===== config.mk =====
export PLATFORM = sky130hd
export DESIGN_NAME = morse_sequence_builder
export DESIGN_NICKNAME = d
export VERILOG_FILES = /design/src/rtl/morse_pkg.sv /design/src/rtl/morse_event_encoder.sv /design/src/rtl/morse_sequence_builder.sv
export SDC_FILE = /design/constraint.sdc
export NUM_CORES = 1
export LEC_CHECK = 0
export CAP_MARGIN = 20
export CORE_MARGIN = 10
export CORE_UTILIZATION = 45
export CTS_CLUSTER_SIZE = 12
export DETAILED_ROUTE_END_ITERATION = 12
export PLACE_DENSITY = 0.76
export SLEW_MARGIN = 20
export SYNTH_ARGS = -nofsm -noshare
export SYNTH_HDL_FRONTEND = slang
export SYNTH_SLANG_ARGS = --single-unit

===== constraint.sdc =====
create_clock -name Clk -period 1.83 [get_ports Clk]
set_input_delay 0.4575 -clock Clk [delete_from_list [all_inputs] [get_ports Clk]]
set_output_delay 0.4575 -clock Clk [all_outputs]
set_load 0.01 [all_outputs]

===== src/rtl/morse_pkg.sv =====
`default_nettype none
// ============================================================================
// Module      : morse_pkg
// Description : Shared constants for the Morse sequence builder.
//               Symbol codes stored in the slot register. Event codes
//               reported on Signals.
// Revision    : 1.0 - initial release
// ============================================================================
package morse_pkg;

    // Symbol codes. 2'b10 is reserved and never written.
    localparam logic [1:0] SYM_DOT   = 2'b00;
    localparam logic [1:0] SYM_DASH  = 2'b01;
    localparam logic [1:0] SYM_EMPTY = 2'b11;

    // Event codes. The MSB is set for every real event.
    localparam logic [2:0] EV_NONE   = 3'b000;
    localparam logic [2:0] EV_DOT    = 3'b100;
    localparam logic [2:0] EV_DASH   = 3'b101;
    localparam logic [2:0] EV_SPACE  = 3'b110;
    localparam logic [2:0] EV_ENDSEQ = 3'b111;

endpackage : morse_pkg
`default_nettype wire


===== src/rtl/morse_event_encoder.sv =====
`default_nettype none
// ============================================================================
// Module      : morse_event_encoder
// Description : Detects rising edges on the four key inputs and reduces them
//               to one event code, with priority EndSeq > Space > Dash > Dot.
//               The event is available combinationally on o_event so the
//               consumer can act on the same clock edge that registers
//               o_signals.
// Ports       : i_clk, i_rst_n (async, active low)
//               i_dot, i_dash, i_space, i_endseq  - key levels
//               o_event   - current-cycle event code (combinational)
//               o_signals - registered event code
// Revision    : 1.0 - initial release
// ============================================================================
module morse_event_encoder
    import morse_pkg::*;
(
    input  logic       i_clk,
    input  logic       i_rst_n,
    input  logic       i_dot,
    input  logic       i_dash,
    input  logic       i_space,
    input  logic       i_endseq,
    output logic [2:0] o_event,
    output logic [2:0] o_signals
);

    logic [3:0] r_hist;
    logic [3:0] w_keys;
    logic [3:0] w_rise;
    logic [2:0] w_event;
    logic [2:0] r_signals;

    // Bit order {endseq, space, dash, dot}
    assign w_keys = {i_endseq, i_space, i_dash, i_dot};
    assign w_rise = w_keys & ~r_hist;

    always_comb begin
        w_event = EV_NONE;
        if (w_rise[3])      w_event = EV_ENDSEQ;
        else if (w_rise[2]) w_event = EV_SPACE;
        else if (w_rise[1]) w_event = EV_DASH;
        else if (w_rise[0]) w_event = EV_DOT;
    end

    always_ff @(posedge i_clk or negedge i_rst_n) begin
        if (!i_rst_n) begin
            r_hist    <= 4'b0000;
            r_signals <= EV_NONE;
        end else begin
            r_hist    <= w_keys;
            r_signals <= w_event;
        end
    end

    assign o_event   = w_event;
    assign o_signals = r_signals;

endmodule : morse_event_encoder
`default_nettype wire


===== src/rtl/morse_sequence_builder.sv =====
`default_nettype none
// ============================================================================
// Module      : morse_sequence_builder
// Description : Accumulates Dot/Dash key events into MAX_SYMBOLS two-bit
//               slots (slot 0 in the MSBs) and latches how the sequence was
//               terminated (Space or EndSeq).
// Ports       : Clk, Reset_n (async, active low), Dot, Dash, Space, EndSeq,
//               Clear (sync), Signals, EncSeq, Space_EndSeqbar, SeqValid,
//               Overflow, and SymCount when MORSE_SYMCOUNT_EN is defined.
// Options     : MORSE_SYMCOUNT_EN - exposes the internal symbol count.
// Revision    : 1.0 - initial release
// ============================================================================
module morse_sequence_builder
    import morse_pkg::*;
#(
    parameter int MAX_SYMBOLS = 5
) (
    input  logic                         Clk,
    input  logic                         Reset_n,
    input  logic                         Dot,
    input  logic                         Dash,
    input  logic                         Space,
    input  logic                         EndSeq,
    input  logic                         Clear,
    output logic [2:0]                   Signals,
    output logic [2*MAX_SYMBOLS-1:0]     EncSeq,
    output logic                         Space_EndSeqbar,
    output logic                         SeqValid,
    output logic                         Overflow
`ifdef MORSE_SYMCOUNT_EN
    ,
    output logic [$clog2(MAX_SYMBOLS+1)-1:0] SymCount
`endif
);

    localparam int CW = $clog2(MAX_SYMBOLS + 1);

    logic [2:0]               w_event;
    logic [2*MAX_SYMBOLS-1:0] r_enc;
    logic [2*MAX_SYMBOLS-1:0] w_enc_next;
    logic [CW-1:0]            r_count;
    logic                     r_valid;
    logic                     r_sebar;
    logic                     r_ovf;
    logic                     w_is_sym;
    logic                     w_full;
    logic [1:0]               w_sym;

    morse_event_encoder u_enc (
        .i_clk     (Clk),
        .i_rst_n   (Reset_n),
        .i_dot     (Dot),
        .i_dash    (Dash),
        .i_space   (Space),
        .i_endseq  (EndSeq),
        .o_event   (w_event),
        .o_signals (Signals)
    );

    assign w_is_sym = (w_event == EV_DOT) || (w_event == EV_DASH);
    assign w_sym    = (w_event == EV_DASH) ? SYM_DASH : SYM_DOT;
    assign w_full   = (r_count == CW'(MAX_SYMBOLS));

    // Slot register with the current symbol dropped into slot[r_count].
    always_comb begin
        w_enc_next = r_enc;
        for (int k = 0; k < MAX_SYMBOLS; k++) begin
            if (r_count == CW'(k)) begin
                w_enc_next[2*(MAX_SYMBOLS-k)-1 -: 2] = w_sym;
            end
        end
    end

    always_ff @(posedge Clk or negedge Reset_n) begin
        if (!Reset_n) begin
            r_enc   <= '1;
            r_count <= '0;
            r_valid <= 1'b0;
            r_sebar <= 1'b0;
            r_ovf   <= 1'b0;
        end else if (Clear) begin
            // Terminator kind is intentionally retained across Clear.
            r_enc   <= '1;
            r_count <= '0;
            r_valid <= 1'b0;
            r_ovf   <= 1'b0;
        end else if (!r_valid) begin
            if (w_is_sym) begin
                if (w_full) begin
                    r_ovf <= 1'b1;
                end else begin
                    r_enc   <= w_enc_next;
                    r_count <= r_count + CW'(1);
                end
            end else if (w_event == EV_SPACE) begin
                r_valid <= 1'b1;
                r_sebar <= 1'b1;
            end else if (w_event == EV_ENDSEQ) begin
                r_valid <= 1'b1;
                r_sebar <= 1'b0;
            end
        end
    end

    assign EncSeq          = r_enc;
    assign SeqValid        = r_valid;
    assign Space_EndSeqbar = r_sebar;
    assign Overflow        = r_ovf;
`ifdef MORSE_SYMCOUNT_EN
    assign SymCount        = r_count;
`endif

endmodule : morse_sequence_builder
`default_nettype wire


==> impl_metrics.yaml, run 1 <==
cts:
  htreeDepth: 1
  clk_transition_reported_paths_ps: 110
  cts_tree: "done"
  clock_path_buffers: 2
  numCtsBuffers: 3
  clkLatencyLatePin_ps: 300
  holdBufCountCts: 0
  cts-root-buf: "clkbuf_4"
  cts_sinks: 23
final_layout:
  num-fill-cells: 195
  area_delta_synth_final_pct: 32.7
  fin_cells: 144
  fin_area_mm2: 0.00134
  nets: 129
  num_antenna_cells: 0
  drive_gt1_share_pct: 26.7
  finish.utilization_pct: 61.8
placed_design:
  placed_cells: 140
  finalWeightedCongestion: 0.817
  placed_area_mm2: 0.00133
  dpl.hpwl_um: 1550
  post-place-ws_ps: -245
  portBuffers: 22
detailed_routing:
  via_per_inst: 4.86
  drcViolationCount: 0
  dr.pass1.iters: 5
  post_drt_wl_per_cell_um: 13.4
  ant_nets: 0
  vias: 700
  drt_first_iter_violations: 5
  wl_um: 1930
yosys:
  async_reset_ff_share_pct: 100
  synth_top_cells_by_count: "13 x dfrtp_1, 11 x nor2_1, 10 x dfstp_2"
  synth_area_leaders: "dfrtp_1 32%, dfstp_2 26%, ha_1 6.2%"
  synth_top_area_share_pct: 32.2
  yosysWarningCount: 0
  ys_ff_latch: 23
  ys_seq_area_share_pct: 58.2
  postSynthCellCount: 83
  synth_enable_flop_cells: 0
  yosys.cell_count.top_type: "dfrtp_1"
  synth_cell_type_count: 26
  syn-num-nets: 95
  syn_avg_cell_area_um2: 12.2
  synth_area_mm2: 0.00101
  yosys.area.top_type: "dfrtp_1"
  synth_ff_type: "dfrtp_1"
sta:
  slew_headroom_pct: 75.0
  fmax_mhz: 573
  maxSlewViolCount: 0
  hold_slack_ps: 490
  worstMarginPinSlew_ps: 374
  fin_crit_sh_pct: 95.3
  setup_viol: 0
  fin_crit_ps: 1740
  rsz0062_at_grt: "no"
  final.setup.worst_slack_ps: 85.4
  hold_viol: 0
  skew_ps: 2.72
  finalSetupTns_ps: 0
critical_path:
  start_kind: "primary input"
  crit_family: "buffers and inverters"
  crit_type: "primary input to flop"
  critical_path.endpoint: "EncSeq[1]$_DFFE_PN1P_"
  cp.depth: 6
  crit_path_end_kind: "flop"
  cp-startpoint: "Dot"
  cp.arrival_ps: 1980
  reg2reg_setup_slack_ps: 310
  worstPathCellList: "clkdlybuf4s50_1 -> nand2b_4 -> a2111oi_4 -> buf_4 -> nand4_1 -> a21o_2"
  r2r_cells: 5
  worst_path_max_delay_cell: "clkdlybuf4s50_1"
  max_stage_delay_ps: 520
  worstPathRequired_ps: 2070
  rr_endpoint: "EncSeq[1]$_DFFE_PN1P_"
  critPathMaxFanout: 8
  path_buf_inv: 2
  rr_startpoint: "u_enc.r_hist[0]$_DFF_PN0_"
global_route:
  global_route.usage.met1_pct: 11.8
  grt_pass1_wl_um: 3510
  grt_pass1_vias: 739
  antenna_found_initial: 0
  grt_max_degree: 24
  overflow: 0
  grt_use_total_pct: 9.96
  grt.met3_usage_pct: 2.64
  top_usage_layer: "met2"
  grt_use_met2_pct: 15.8
pwr:
  leakage_nw: 0.578
  p_per_area_mw_per_mm2: 686
  peakVddDrop_mv: 0.574
  power.total_uw: 920
floorplanning:
  ioPinCount: 23
  design.core.area_mm2: 0.00217
  rows: 17
  start_util_pct: 46.6
  fp.dieW_um: 67.4
  die-area_mm2: 0.00454
  die_h_um: 67.4
worst_hold_path:
  hp-class: "primary input to async pin"
outcome:
  status: "complete, no violations"
job:
  cap_violations: 0
## cell usage in the layout, fill, tap and decap left out, drive strengths merged, types with 4 or more instances in the layout
cell / netlist / layout
nand3: 5 / 5
ha: 5 / 5
clkdlybuf4s50: 0 / 12
dfstp: 10 / 10
inv: 4 / 4
dlygate4sd2: 0 / 10
dfrtp: 13 / 13
nand2b: 5 / 5
buf: 0 / 9
mux2i: 5 / 5
nor2: 11 / 11
clkbuf: 2 / 4
a21o: 5 / 5
## cells by family after synthesis
family / Yosys count / synth area share [%]
simple gates: 29 / 16.0
fa+ha+maj: 5 / 6.19
mux: 5 / 4.95
compound gates: 15 / 12.5
flops: 23 / 58.2
buf+inv: 6 / 2.23
## worst min path at each step
stage                          from  slack [ps]  cells past startpoint                         to
2_1_floorplan               Reset_n         160                      0       Overflow$_DFFE_PN0P_
3_3_place_gp   Overflow$_DFFE_PN0P_         480                      2       Overflow$_DFFE_PN0P_
3_5_place_dp   Overflow$_DFFE_PN0P_         490                      2       Overflow$_DFFE_PN0P_
4_1_cts                     Reset_n         490                      2     r_count[0]$_DFFE_PN0P_
5_1_grt                     Reset_n         490                      2     r_count[0]$_DFFE_PN0P_
6_report                    Reset_n         490                      2  u_enc.r_hist[3]$_DFF_PN0_
## flip-flops by register name, indices dropped and copies added (netlist names)
name	cells
u_enc.r_hist	4
u_enc.o_signals	3
r_count	3
Overflow	1
Space_EndSeqbar	1
SeqValid	1
EncSeq	10
## worst reg2reg max path, cell delays in order (launching register included)
cell and delay [ps]:
dfrtp_1 380, nand2b_4 150, a2111oi_4 340, buf_4 200, nand4_1 150, a21o_2 240
## final cells by class
cell class,instances,area [µm²],area share [%]
inverters,4,15.0,1.12
well taps,28,35.0,2.61
repair buffers,31,275,20.5
multi-input cells,54,400,29.9
flip-flops and latches,23,589,43.9
clock buffers,4,26.3,1.96
## metal layers
layer	share of wire (%)	wire, µm
met5	0	0
met4	1.7	32
met2	49	946
met3	5.9	114
met1	43	840
## report_power, final
group | leakage, nW | switching, mW | internal, mW
Clock | 0.0150 | 0.133 | 0.0849
Sequential | 0.265 | 0.0141 | 0.537
Combinational | 0.297 | 0.0715 | 0.0797
Total | 0.578 | 0.218 | 0.702
## repair_timing
item,CTS,global route
setup endpoints to repair,10,1
buffers inserted,0,0
gates resized for setup,10,1
No activity file was read; power rests on OpenSTA's default activity.
==> run 2, diff against run 1 <==
- SETUP_SLACK_MARGIN: unset -> 0.02
- clock period: 1.83 -> 2.2 ns (I/O delays scaled with it)
==> impl_metrics.yaml, run 2 (synthesized netlist as in run 1, its figures left out) <==
placed_design:
  dpl.hpwl_um: 1460
  post-place-ws_ps: 57.3
  placed_area_mm2: 0.00128
  finalWeightedCongestion: 0.770
  portBuffers: 22
detailed_routing:
  drcViolationCount: 0
  drt_first_iter_violations: 10
  wl_um: 1870
  post_drt_wl_per_cell_um: 13.6
  via_per_inst: 4.88
  ant_nets: 0
  vias: 673
  dr.pass1.iters: 4
critical_path:
  worstPathRequired_ps: 1650
  cp.depth: 1
  crit_type: "flop to output pin"
  cp.arrival_ps: 1390
  worst_path_max_delay_cell: "dfstp_2"
  path_buf_inv: 1
  crit_family: "flip-flops"
  critPathMaxFanout: 2
  crit_path_end_kind: "output pin"
  worstPathCellList: "clkdlybuf4s50_1"
  max_stage_delay_ps: 550
  start_kind: "flop"
  reg2reg_setup_slack_ps: 700
  r2r_cells: 5
global_route:
  grt_max_degree: 24
  overflow: 0
  grt_use_total_pct: 9.01
  grt_pass1_vias: 674
  antenna_found_initial: 0
  grt_pass1_wl_um: 3120
sta:
  fmax_mhz: 514
  worstMarginPinSlew_ps: 396
  hold_viol: 0
  finalSetupTns_ps: 0
  final.setup.worst_slack_ps: 255
  skew_ps: 3.65
  fin_crit_ps: 1940
  maxSlewViolCount: 0
  rsz0062_at_grt: "no"
  setup_viol: 0
  slew_headroom_pct: 73.5
  fin_crit_sh_pct: 88.4
cts:
  cts_resized: 0
  holdBufCountCts: 0
  cts_tree: "done"
  htreeDepth: 1
  clk_transition_reported_paths_ps: 110
  numCtsBuffers: 3
  clock_path_buffers: 2
  postCtsSetupRepairBufs: 0
  cts_sinks: 23
  cts-root-buf: "clkbuf_4"
  clkLatencyLatePin_ps: 310
floorplanning:
  start_util_pct: 46.6
  fp.dieW_um: 67.4
  die-area_mm2: 0.00454
  die_h_um: 67.4
  ioPinCount: 23
  rows: 17
  design.core.area_mm2: 0.00217
worst_hold_path:
  min_delay_path_depth: 1
  hp-class: "flop to flop"
final_layout:
  nets: 123
  num-fill-cells: 196
  mostFrequentLayoutCells: "22 x clkdlybuf4s50_1, 13 x dfrtp_1, 11 x nor2_1, 10 x dfstp_2"
  drive_gt1_share_pct: 21.8
  largest_reg_flops: 10
  area_delta_synth_final_pct: 29.3
  final_common_cell: "clkdlybuf4s50_1"
  num_antenna_cells: 0
  fin_area_mm2: 0.00131
pwr:
  power_switching_uw: 187
  combPwrFrac_pct: 15.5
  p_seq_share_pct: 59.9
  peakVddDrop_mv: 0.435
  power.total_uw: 765
  clockPowerShare_pct: 24.5
  intPower_uw: 578
  p_per_area_mw_per_mm2: 585
  leakage_nw: 0.570
  swShare_pct: 24.4
outcome:
  status: "complete, no violations"
job:
  cap_violations: 0
run 2: changes by cell type in the layout (fill, tap and decap cells not counted), sizes merged:
cell | previous run | this run
buf | 9 | 3
clkdlybuf4s50 | 12 | 22
dlygate4sd2 | 10 | 0
run 2: path summary, 6_finish.rpt:
path                                                 from                      endpoint
worst max-delay path                EncSeq[1]$_DFFE_PN1P_                     EncSeq[1]
max in group asynchronous                         Reset_n         EncSeq[5]$_DFFE_PN1P_
worst min-delay path                EncSeq[9]$_DFFE_PN1P_         EncSeq[9]$_DFFE_PN1P_
worst min register to register      EncSeq[9]$_DFFE_PN1P_         EncSeq[9]$_DFFE_PN1P_
worst max register to register  u_enc.r_hist[0]$_DFF_PN0_         EncSeq[1]$_DFFE_PN1P_
min in group asynchronous                         Reset_n  u_enc.o_signals[0]$_DFF_PN0_
run 2: metal layers:
metal | vias up | part of all wire (%) | global-route usage (%)
li1 | 338 | - | -
met2 | 12 | 49 | 14.0
met5 | - | 0 | 0
met3 | 5 | 5.3 | 2.31
met4 | 0 | 2.9 | 6.15
met1 | 318 | 43 | 10.7
run 2: area by class of cell:
| class | instances | area [µm²] | area share [%] |
|---|---|---|---|
| tap | 28 | 35.0 | 2.68 |
| multi-input combinational | 54 | 400 | 30.6 |
| timing repair buffer | 25 | 243 | 18.6 |
| clock buffer | 4 | 26.3 | 2.01 |
| sequential | 23 | 588 | 45.0 |
| inverter | 4 | 15.0 | 1.15 |
run 2: power by group through the flow:
stage                     logic, mW  registers [mW]  clock network (mW)
after global routing          0.130           0.461               0.215
after global placement        0.118           0.465                   0
after detailed placement      0.121           0.466                   0
final                         0.119           0.458               0.188
after floorplan              0.0484           0.472                   0
after CTS                     0.121           0.458               0.200
run 2: metrics by stage:
stage | hold slack [ps] | util (%) | cells
after floorplan | 254 | - | 83
after global placement | 494 | 59.1 | 134
after detailed placement | 501 | 59.1 | 134
after CTS | 523 | 60.3 | 138
after global routing | 533 | 60.3 | 138
final | 518 | 60.3 | 138
==> edit, RTL diff (settings of run 1) <==
The parameter `MAX_SYMBOLS` goes from 5 to 4.
--- a/src/rtl/morse_sequence_builder.sv
+++ b/src/rtl/morse_sequence_builder.sv
@@ -14,5 +14,5 @@
     import morse_pkg::*;
 #(
-    parameter int MAX_SYMBOLS = 5
+    parameter int MAX_SYMBOLS = 4
 ) (
     input  logic                         Clk,
Interface: changed (resized EncSeq); port bits go from 23 to 21. The function was not compared with the original's and may differ.
==> edit against run 1 <==
  * Die area decreased by 4.6%
  * Sequential cell count decreased by 2
  * Total power decreased by 2.8%
  * Wire length increased by 1.8%
  * Setup slack got worse by 0.0054 ns
  * Design area decreased by 6.8%
  * Clock skew increased by 0.0074 ns
  * Critical path depth decreased by 5
  * Register-to-register slack improved by 0.03 ns
  * Area after synthesis decreased by 6.6%
  * Critical path type is now reg2out
  * Largest power group unchanged
==> edit: results (changes against run 1) <==
[grt]
use_met1=0.118  ; -0.000167
grt_max_degree=22  ; -8.3%
grt_util_all_layers=0.0968  ; -0.00283
use_met3=0.0525  ; +0.0261
grt_pass1_vias=688  ; -6.9%
grt_pass1_wl_um=3180  ; -9.3%

[timing]
whs_ns=0.468  ; -0.0221 ns
slew_headroom=0.751  ; +0.00104
finClkSkew_ns=0.0101  ; +0.00742 ns

[placed_design]
dp_hpwl_um=1530  ; -1.2%
io_buffers=20  ; -9.1%
place_inst=129  ; -7.9%
placed_area_um2=1230  ; -7.2%
pre_cts_slack_ns=-0.217  ; +0.0276 ns

[route]
vias=658  ; -6.0%
drt_iter0_drc=19  ; +14
via_per_inst=4.95  ; +1.8%
firstDrtPassIters=4  ; -1
wire_per_inst_um=14.8  ; +10%

[cells_and_area]
nets=119  ; -7.8%
largest_reg_flops=8  ; -2

[synth]
yosys-top-cells-count=13 x dfrtp_1, 10 x nor2_1, 8 x dfstp_2
yosys-top-cells-area=dfrtp_1 34%, dfstp_2 22%, ha_1 6.6%
syn-num-nets=87  ; -8.4%
syn_inst=75  ; -9.6%
synth.distinct_cells=23  ; -12%
ys_seq_area_frac=0.567  ; -0.0148

[pwr]
leakage_nw=0.537  ; -7.0%
vdd.ir_drop.worst_mv=0.496  ; -14%

[status]
status=finished, final reports clean

[critical_path]
r2r_cells=5  ; unchanged
r2r_slack_ns=0.34  ; +0.03 ns
crit_path_max_incr_delay_ns=0.55  ; +0.03 ns
timing.rr.end=r_count[2]
cp_max_fo=4  ; -4
cp.arrival_ns=1.29  ; -0.69 ns

[clock_tree]
clk_path_buf_depth=2  ; unchanged

[edit: power by group]
| part | internal [mW] | switching (mW) |
|---|---|---|
| sequential | 0.494 | 0.0158 |
| clock | 0.0816 | 0.142 |
| combinational | 0.0807 | 0.0794 |
[edit: how the worst max path moves through the flow]
stage	from	end	slack (ns)
floorplan	Space	r_count[2]	0.37
finish	SeqValid	SeqValid	0.08
global placement	Dot	r_count[2]	-0.16
detailed placement	Dot	r_count[2]	-0.22
CTS	SeqValid	SeqValid	0.007
global route	SeqValid	SeqValid	0.03
[edit: cells by family (layout without fill, tap and decap cells)]
| group | Yosys count | in the layout | synth area share |
|---|---|---|---|
| flip-flops | 21 | 21 | 0.567 |
| AO/OA/AOI/OAI | 14 | 14 | 0.128 |
| buffers and inverters | 5 | 36 | 0.0278 |
| AND/OR/NAND/NOR | 26 | 26 | 0.168 |
| multiplexers | 4 | 4 | 0.0424 |
| adder cells (fa/ha/maj) | 5 | 5 | 0.0662 |
[edit: worst reg2reg max path, stage by stage, from the launching register on]
cell and delay [ns]:
dfrtp_1 0.39, nand2b_4 0.15, a2111oi_4 0.33, buf_4 0.24, nor2_1 0.07, a311oi_2 0.23
[edit: layer usage]
layer / part of all wire / vias to the layer above
li1: - / 316
met1: 0.45 / 325
met2: 0.46 / 15
met3: 0.071 / 2
met4: 0.011 / 0
met5: 0 / -
[edit: final cells by class]
type                       instances  area (um^2)
multi-input combinational         49          383
fill                             159          732
inverter                           3         11.3
timing repair buffer              29          258
tap                               27         33.8
clock buffer                       3         22.5
sequential                        21          537
clock inverter                     1         5.00
[edit: repair_timing]
item | in CTS | in global routing
gates cloned | 0 | 0
endpoints found under the hold margin | 0 | 0
gates resized for setup | 8 | 1
setup endpoints to repair | 8 | 1
